`config.mk`:
```
export PLATFORM = sky130hd
export DESIGN_NAME = stack_unit
export DESIGN_NICKNAME = d
export VERILOG_FILES = /design/src/rtl/stack_pkg.sv /design/src/rtl/stack_unit_sp_counter.sv /design/src/rtl/stack_unit.sv
export SDC_FILE = /design/constraint.sdc
export NUM_CORES = 1
export LEC_CHECK = 0
export ABC_AREA = 1
export CORE_AREA = 4 4 79 81
export CTS_CLUSTER_DIAMETER = 150
export DETAILED_ROUTE_END_ITERATION = 12
export DIE_AREA = 0 0 83 85
export PLACE_DENSITY = 0.85
export SYNTH_ARGS = -nofsm -noshare
export SYNTH_HDL_FRONTEND = slang
export SYNTH_SLANG_ARGS = --single-unit
```
`constraint.sdc`:
```
create_clock -name clk -period 3 [get_ports clk]
set_input_delay 0.6 -clock clk [delete_from_list [all_inputs] [get_ports clk]]
set_output_delay 0.6 -clock clk [all_outputs]
set_load 0.05 [all_outputs]
```
`src/rtl/stack_pkg.sv`:
```
// Shared types and defaults for the 6502 stack engine.
//   state_e   : stack sequencer states
//   op_e      : decoded request after priority encoding
//   op_select : fixed-priority request encoder (sp_load > push_word > pop_word > push > pop)
package stack_pkg;

  localparam logic [7:0] STACK_PAGE_DEFAULT = 8'h01;
  localparam logic [7:0] SP_RESET_DEFAULT   = 8'hFF;

  typedef enum logic [2:0] {
    StIdle,
    StWrHi,
    StWrLo,
    StRdLo,
    StRdHi,
    StCap,
    StFin
  } state_e;

  typedef enum logic [2:0] {
    OpNone,
    OpLoad,
    OpPushWord,
    OpPopWord,
    OpPush,
    OpPop
  } op_e;

  function automatic op_e op_select(input logic sp_load, input logic push_word,
                                    input logic pop_word, input logic push, input logic pop);
    op_e op;
    op = OpNone;
    if (sp_load)        op = OpLoad;
    else if (push_word) op = OpPushWord;
    else if (pop_word)  op = OpPopWord;
    else if (push)      op = OpPush;
    else if (pop)       op = OpPop;
    return op;
  endfunction

endpackage

```
`src/rtl/stack_unit_sp_counter.sv`:
```
// 8-bit stack pointer register.
//   clk_i, reset_i : clock, asynchronous active-high reset (to RESET_VAL)
//   load_i         : load load_val_i (highest priority)
//   inc_i / dec_i  : modulo-256 increment / decrement (inc wins over dec)
//   sp_o           : current stack pointer
module sp_counter
  import stack_pkg::*;
#(
  parameter logic [7:0] RESET_VAL = SP_RESET_DEFAULT
) (
  input  logic       clk_i,
  input  logic       reset_i,
  input  logic       load_i,
  input  logic       inc_i,
  input  logic       dec_i,
  input  logic [7:0] load_val_i,
  output logic [7:0] sp_o
);

  logic [7:0] sp_q, sp_d;

  always_comb begin
    sp_d = sp_q;
    if (load_i)     sp_d = load_val_i;
    else if (inc_i) sp_d = sp_q + 8'd1;
    else if (dec_i) sp_d = sp_q - 8'd1;
  end

  always_ff @(posedge clk_i or posedge reset_i) begin
    if (reset_i) sp_q <= RESET_VAL;
    else         sp_q <= sp_d;
  end

  assign sp_o = sp_q;

endmodule

```
`src/rtl/stack_unit.sv`:
```
// 6502 stack engine: owns SP and sequences stack-page memory accesses.
//   push / pop            : byte push (post-decrement) / byte pop (pre-increment)
//   push_word / pop_word  : 16-bit push (high byte first) / pop (low byte first)
//   sp_load               : SP <= data_in, no memory access, no done pulse
//   sp_out, pop_data      : current SP, result of the last completed pop
//   busy, done            : operation in progress, one-cycle completion pulse
//   mem_*                 : shared synchronous memory port (read data one cycle after mem_re)
// All outputs decode from registered state and SP only.
module stack_unit
  import stack_pkg::*;
#(
  parameter logic [7:0] STACK_PAGE = STACK_PAGE_DEFAULT,
  parameter logic [7:0] SP_RESET   = SP_RESET_DEFAULT
) (
  input  logic        clk,
  input  logic        reset,
  input  logic        push,
  input  logic        pop,
  input  logic        push_word,
  input  logic        pop_word,
  input  logic        sp_load,
  input  logic [7:0]  data_in,
  input  logic [15:0] pc_in,
  output logic [7:0]  sp_out,
  output logic [15:0] pop_data,
  output logic        busy,
  output logic        done,
  output logic [15:0] mem_addr,
  output logic [7:0]  mem_wdata,
  output logic        mem_we,
  output logic        mem_re,
  input  logic [7:0]  mem_rdata
);

  state_e      state_q, state_d;
  op_e         op;
  logic        accept;
  logic        sp_ld, sp_inc_en, sp_dec_en;
  logic [7:0]  sp, sp_plus1;
  logic [15:0] hold_q, hold_d;
  logic [15:0] pop_data_q, pop_data_d;
  logic        word_q, word_d;

  // FIN counts as idle so back-to-back requests need no gap cycle.
  assign accept   = (state_q == StIdle) || (state_q == StFin);
  assign op       = op_select(sp_load, push_word, pop_word, push, pop);
  assign sp_plus1 = sp + 8'd1;

  sp_counter #(
    .RESET_VAL (SP_RESET)
  ) u_sp_counter (
    .clk_i      (clk),
    .reset_i    (reset),
    .load_i     (sp_ld),
    .inc_i      (sp_inc_en),
    .dec_i      (sp_dec_en),
    .load_val_i (data_in),
    .sp_o       (sp)
  );

  // State register
  always_ff @(posedge clk or posedge reset) begin
    if (reset) state_q <= StIdle;
    else       state_q <= state_d;
  end

  // Next-state logic
  always_comb begin
    state_d = state_q;
    unique case (state_q)
      StIdle, StFin: begin
        state_d = StIdle;
        case (op)
          OpPushWord:       state_d = StWrHi;
          OpPush:           state_d = StWrLo;
          OpPopWord, OpPop: state_d = StRdLo;
          default:          state_d = StIdle;
        endcase
      end
      StWrHi:  state_d = StWrLo;
      StWrLo:  state_d = StFin;
      StRdLo:  state_d = word_q ? StRdHi : StCap;
      StRdHi:  state_d = StCap;
      StCap:   state_d = StFin;
      default: state_d = StIdle;
    endcase
  end

  // Output decode
  always_comb begin
    mem_we    = 1'b0;
    mem_re    = 1'b0;
    mem_addr  = 16'h0000;
    mem_wdata = 8'h00;
    unique case (state_q)
      StWrHi: begin
        mem_we    = 1'b1;
        mem_addr  = {STACK_PAGE, sp};
        mem_wdata = hold_q[15:8];
      end
      StWrLo: begin
        mem_we    = 1'b1;
        mem_addr  = {STACK_PAGE, sp};
        mem_wdata = hold_q[7:0];
      end
      StRdLo, StRdHi: begin
        mem_re   = 1'b1;
        mem_addr = {STACK_PAGE, sp_plus1};
      end
      default: ;
    endcase
    busy = (state_q != StIdle) && (state_q != StFin);
    done = (state_q == StFin);
  end

  // SP controls and datapath registers
  always_comb begin
    sp_ld      = accept && (op == OpLoad);
    sp_dec_en  = (state_q == StWrHi) || (state_q == StWrLo);
    sp_inc_en  = (state_q == StRdLo) || (state_q == StRdHi);

    hold_d = hold_q;
    word_d = word_q;
    if (accept && (op inside {OpPushWord, OpPopWord, OpPush, OpPop})) begin
      hold_d = (op == OpPushWord) ? pc_in : {8'h00, data_in};
      word_d = (op == OpPopWord);
    end

    pop_data_d = pop_data_q;
    if (state_q == StRdHi) begin
      pop_data_d[7:0] = mem_rdata;
    end else if (state_q == StCap) begin
      pop_data_d = word_q ? {mem_rdata, pop_data_q[7:0]} : {8'h00, mem_rdata};
    end
  end

  always_ff @(posedge clk or posedge reset) begin
    if (reset) begin
      hold_q     <= 16'h0000;
      word_q     <= 1'b0;
      pop_data_q <= 16'h0000;
    end else begin
      hold_q     <= hold_d;
      word_q     <= word_d;
      pop_data_q <= pop_data_d;
    end
  end

  assign sp_out   = sp;
  assign pop_data = pop_data_q;

endmodule
```
# After elaboration in Yosys (flattened, before gate mapping)

Index checks and enable logic that the tools add are counted.

Bits of input ports: 39
Bits in read-only memories: 0
Bits in latches: 0
Bits in writable memories: 0
Memories kept: 0
Register bits after elaboration: 44

Bitwise gates (word level): 1
Multipliers: 0
Magnitude comparators: 0
Reduce and logical (&&, ||, !) cells: 18
Mux-type cells: 19
Shift operators: 0
Add/subtract/negate cells: 2
Div/mod/pow operators: 0
Equal/unequal tests: 13

Operator list:

| cell                | count |
|---|---|
| $mux 8              | 5 |
| $mux 16             | 2 |
| $pmux 9 s2          | 1 |
| $pmux 8 s2          | 1 |
| $eq 3x3->1 const B  | 5 |
| $mux 3              | 5 |
| $pmux 3 s5          | 1 |
| $eq 3x2->1 const B  | 4 |
| $reduce_or 2->1     | 5 |
| $add 8x1->8 const B | 1 |
| $sub 8x1->8 const B | 1 |
| $eq 3x1->1 const B  | 2 |
| $pmux 2 s3          | 1 |
| $reduce_bool 3->1   | 2 |
| $reduce_and 2->1    | 2 |
| $reduce_bool 4->1   | 1 |
| $logic_and 1x1->1   | 3 |
| $logic_not 3->1     | 1 |
| $logic_or 1x1->1    | 3 |
| $mux 1              | 3 |
| $ne 3x3->1 const B  | 1 |
| $ne 2x1->1 const B  | 1 |
| $reduce_bool 2->1   | 1 |
| $not 1->1           | 1 |

# Longest topological paths before layout

Gate-level depths: netlist of run 1.

Word-level depth: 9
Mapped depth: 10
Gate-level depth less buffers: 10

# Hierarchy

From an unflattened synthesis of run 1, not the netlist that was laid out.

Cell total of the unflattened synthesis: 399
Area total of the unflattened synthesis: 2911.5 um2

By module, submodules not included:

| module     | instances | area each (um2) | cells an instance |
|---|---|---|---|
| stack_unit | 1         | 2182.1          | 299 |
| sp_counter | 1         | 729.4           | 100 |

# Worst setup path after synthesis of run 1

OpenSTA, ideal clock, no wires.

Path type: register -> output
From: register state_q[1]
To: output mem_addr[1]
Data arrival time: 2.230 ns
Setup slack: 0.170 ns
Data required time: 2.400 ns
Stages on the path, launching flop included: 6
Path through: dfrtp_1 > nor2_4 > nand2_2 > nand2_2 > inv_1 > o21ai_0

Cells in the longest elaborated chain, start to end: 3

RTL lines:

| element                                   | RTL line         | RTL |
|---|---|---|
| from (decl)                               | stack_unit.sv:35 | `state_e state_q, state_d;` |
| from (signal assigned)                    | stack_unit.sv:63 | `if (reset) state_q <= StIdle;` |
| from (signal assigned)                    | stack_unit.sv:64 | `else state_q <= state_d;` |
| $eq 3x2->1, or another cell as far along  | stack_unit.sv:95 | `unique case (state_q)` |
| $reduce_or 2->1, on equally long branches | -                |  |
| $pmux 9 s2 (*)                            | stack_unit.sv:95 |  |
| to (decl)                                 | stack_unit.sv:28 | `output logic [15:0] mem_addr,` |

Every way passes the cells marked *; elsewhere a longest branch is shown, timed or not.

# Final worst setup path of run 1

From: register state_q[1]
To: output mem_re

Cells in the longest elaborated chain, start to end: 3

RTL lines:

| element                                  | RTL line         | RTL |
|---|---|---|
| $eq 3x2->1 or $eq 3x3->1 (tied branches) | stack_unit.sv:95 |  |
| $reduce_or 2->1 (*)                      | stack_unit.sv:95 |  |
| $mux 1 (*)                               | stack_unit.sv:95 |  |
| to (decl)                                | stack_unit.sv:31 | `output logic mem_re,` |

Marked as above.

==> impl_metrics.ini, run 1 <==
[critical_path]
crit_family = buffers and inverters
worstPathMaxFanout = 12
worst-setup-path-type = reg2out
ff2ff_path_depth = 8
max_stage_delay_ns = 0.86
crit_buf_inv = 2
cpMaxStageDelayCell = clkdlybuf4s50_1
reg2reg_from = state_q[2]
r2r_slack_ns = 1.28
worst_ep_required_time_ns = 2.40
crit_path_cell_trace = inv_1 -> nand3_2 -> nand2_2 -> clkdlybuf4s50_1
critPathLaunchType = flop
regToRegEndpoint = hold_q[10]
worstPathArrival_ns = 2.13
crit_path_end_kind = primary output

[synthesis]
ys_top_cells_by_area = dfrtp_1 (33%), nand2_1 (16%), nand3_1 (8.5%), dfstp_2 (7.8%), inv_1 (7.6%)
yosys.cell_types.count = 30
yosys.area.top_type = dfrtp_1
synth_flop_cell = dfrtp_1
yosys_warnings = 0
synth.avg_cell_area_um2 = 7.19
synth_top_area_share_pct = 33.2
ys_seq_area_share_pct = 41.0
synth_area_um2 = 2710
syn_inst = 377
synth-seq-cells = 44
ys_async_sr_fraction_pct = 100
synth_edf_count = 0

[final_layout]
fin_cells = 532
area.growth.synth_to_final_pct = 35.8
drive_above_1_share_pct = 14.6
nFillCells = 459
nets = 500
diodes = 0

[floorplanning]
initial_core_util_pct = 49.5
fp.dieH_um = 85
io_pins = 91
dieWidth_um = 83
coreArea_um2 = 5470
die_area_um2 = 7060
row_count = 27

[clock_tree]
path_clk_slew_ns = 0.09
cts.sinks = 44
clockBufferDepth = 2
post_cts_resized = 0
hold_buffers = 0
post-cts-setup-buffers = 0
cts_root_buf = clkbuf_8
cts_tree = built
htreeDepth = 2
clk_latency_ns = 0.29
cts_buffers = 5

[min_path]
hp-class = reg2reg
min_to = pop_data[15]
holdPathStages = 2
hold_start = pop_data[15]

[detailed_routing]
drt_iter0_markers = 127
wire_per_inst_um = 13.8
drt-total-wl_um = 7320
via_per_inst = 5.17
firstDrtPassIters = 5
via_count = 2749
antenna_left = 0
drc_errors = 0

[placed_design]
io_buffer_count = 83
dp_cells = 524
gp_congestion = 0.880
hpwlAfterDp_um = 5600

[flow_run]
cap_violations = 0

[sta]
grt_setup_unrepaired = false
finalCritPeriodShare_pct = 90.9
relSlewSlack_pct = 58.0
fmax_ghz = 0.367
period_minus_slack_ns = 2.73
worst_pin_slew_ns = 0.626
tns_ns = 0
finalHoldViolCount = 0
setup_viol = 0
fin_skew_ns = 0.00453
maxSlewViolCount = 0

[global_routing]
grt_pass1_vias = 2664
grt_start_max_net_pins = 28
grt_usage_pct = 20.8
overflow = 0
grt_pass1_wl_um = 12200
antenna_found_initial = 0

[power]
cellPowerDensity_nw_per_um2 = 1330
p_leak_nw = 1.82
vdd_drop_max_uv = 722

[status]
status = finished clean
worst min-delay path: stages (launching register included):
cell and delay [ns]:
dfrtp_1 0.35, nand2_1 0.05, nand2_1 0.05
stage by stage:
step                      total power [mW]  utilization, %  setup WS (ns)  cell area, um^2  hold slack, ns
final                                 4.89            67.3          0.274             3680           0.483
after global routing                  5.23            67.3          0.198             3680           0.517
after CTS                             4.90            67.3          0.288             3680           0.488
after detailed placement              4.43            65.2          0.619             3570           0.464
after global placement                4.34            65.2          0.667             3570           0.461
after floorplan                       3.41               -          0.170             2730           0.449
cells in the final DEF, fill, tap and decap left out:
master / count
clkinvlp_4: 1
bufinv_16: 1
a21oi_1: 1
buf_12: 5
o21ai_0: 35
inv_6: 1
o2111ai_1: 1
buf_4: 17
o21ai_4: 1
a21oi_4: 1
clkbuf_8: 5
nand3_1: 46
nor2_8: 1
clkinv_1: 1
o21ai_1: 4
nor2_2: 1
dfrtp_1: 36
o22ai_1: 8
xor2_1: 1
clkinv_2: 1
or2_2: 2
clkdlybuf4s50_1: 65
conb_1: 7
o21ai_2: 5
nor2_1: 13
nor2_4: 2
nand3_2: 2
inv_1: 54
inv_2: 6
dfstp_2: 8
nand4_1: 3
nand2_2: 7
nand2_1: 116
ha_1: 2
worst max path at each step:
stage | startpoint | to | cells past startpoint
2_1_floorplan | state_q[1] | mem_addr[1] | 5
3_3_place_gp | state_q[2] | mem_re | 4
3_5_place_dp | state_q[1] | mem_re | 4
4_1_cts | state_q[1] | mem_re | 4
5_1_grt | state_q[2] | mem_re | 4
6_report | state_q[1] | mem_re | 4
state kept, by name (all words and copies together), names as in the netlist:
name,flops
hold_q,16
u_sp_counter.sp_o,8
pop_data,16
word_q,1
state_q,3
routing by layer:
metal  vias up  share of wire (%)  global-route usage, %  wire, um
li1       1338                  -                      -         -
met1      1267                 41                   25.7      2990
met2       129                 50                   36.7      3660
met3        15                7.6                   4.08       554
met4         0                1.6                   6.84       116
met5         -                  0                      0         0
final cells by class:
class | count | area (um^2) | share of cell area, %
multi-input cells | 259 | 1250 | 34.0
clock inverters | 3 | 42.5 | 1.16
well taps | 72 | 90.1 | 2.45
clock buffers | 5 | 68.8 | 1.87
repair buffers | 87 | 878 | 23.9
flip-flops and latches | 44 | 1110 | 30.2
inverters | 62 | 238 | 6.46
where the power goes:
group	switching [mW]	internal, mW	leakage (nW)
combinational	2.22	1.05	1.22
clock	0.207	0.247	0.0541
sequential	0.255	0.906	0.547
total	2.69	2.21	1.82
logic make-up (layout without fill, tap and decap cells):
logic type,Yosys count,count (layout),share of synthesized area [%]
simple gates,193,193,31.7
buf+inv,80,157,13.6
compound gates,56,56,12.4
flops,44,44,41.0
fa+ha+maj,2,2,0.923
other cells,1,7,0.138
xor+xnor,1,1,0.323
Yosys cell counts (4+ instances only):
cell type / number
nand2_1: 116
inv_1: 55
nand3_1: 46
dfrtp_1: 36
o21ai_0: 35
nor2_1: 13
buf_4: 8
dfstp_2: 8
o22ai_1: 8
nand2_2: 7
inv_2: 6
o21ai_2: 5
buf_6: 4
o21ai_1: 4
Note: power is estimated with default switching activity, not from simulation.
==> inputs of run 2 (changes only) <==
--- a/config.mk
+++ b/config.mk
@@ -7,7 +7,7 @@
 export LEC_CHECK = 0
 export ABC_AREA = 1
 export CORE_AREA = 4 4 79 81
-export CTS_CLUSTER_DIAMETER = 150
+export CTS_CLUSTER_DIAMETER = 100
 export DETAILED_ROUTE_END_ITERATION = 12
 export DIE_AREA = 0 0 83 85
 export PLACE_DENSITY = 0.85
==> results of run 2 <==
Same layout as run 1: the final DEF is identical, and so are final timing and power.
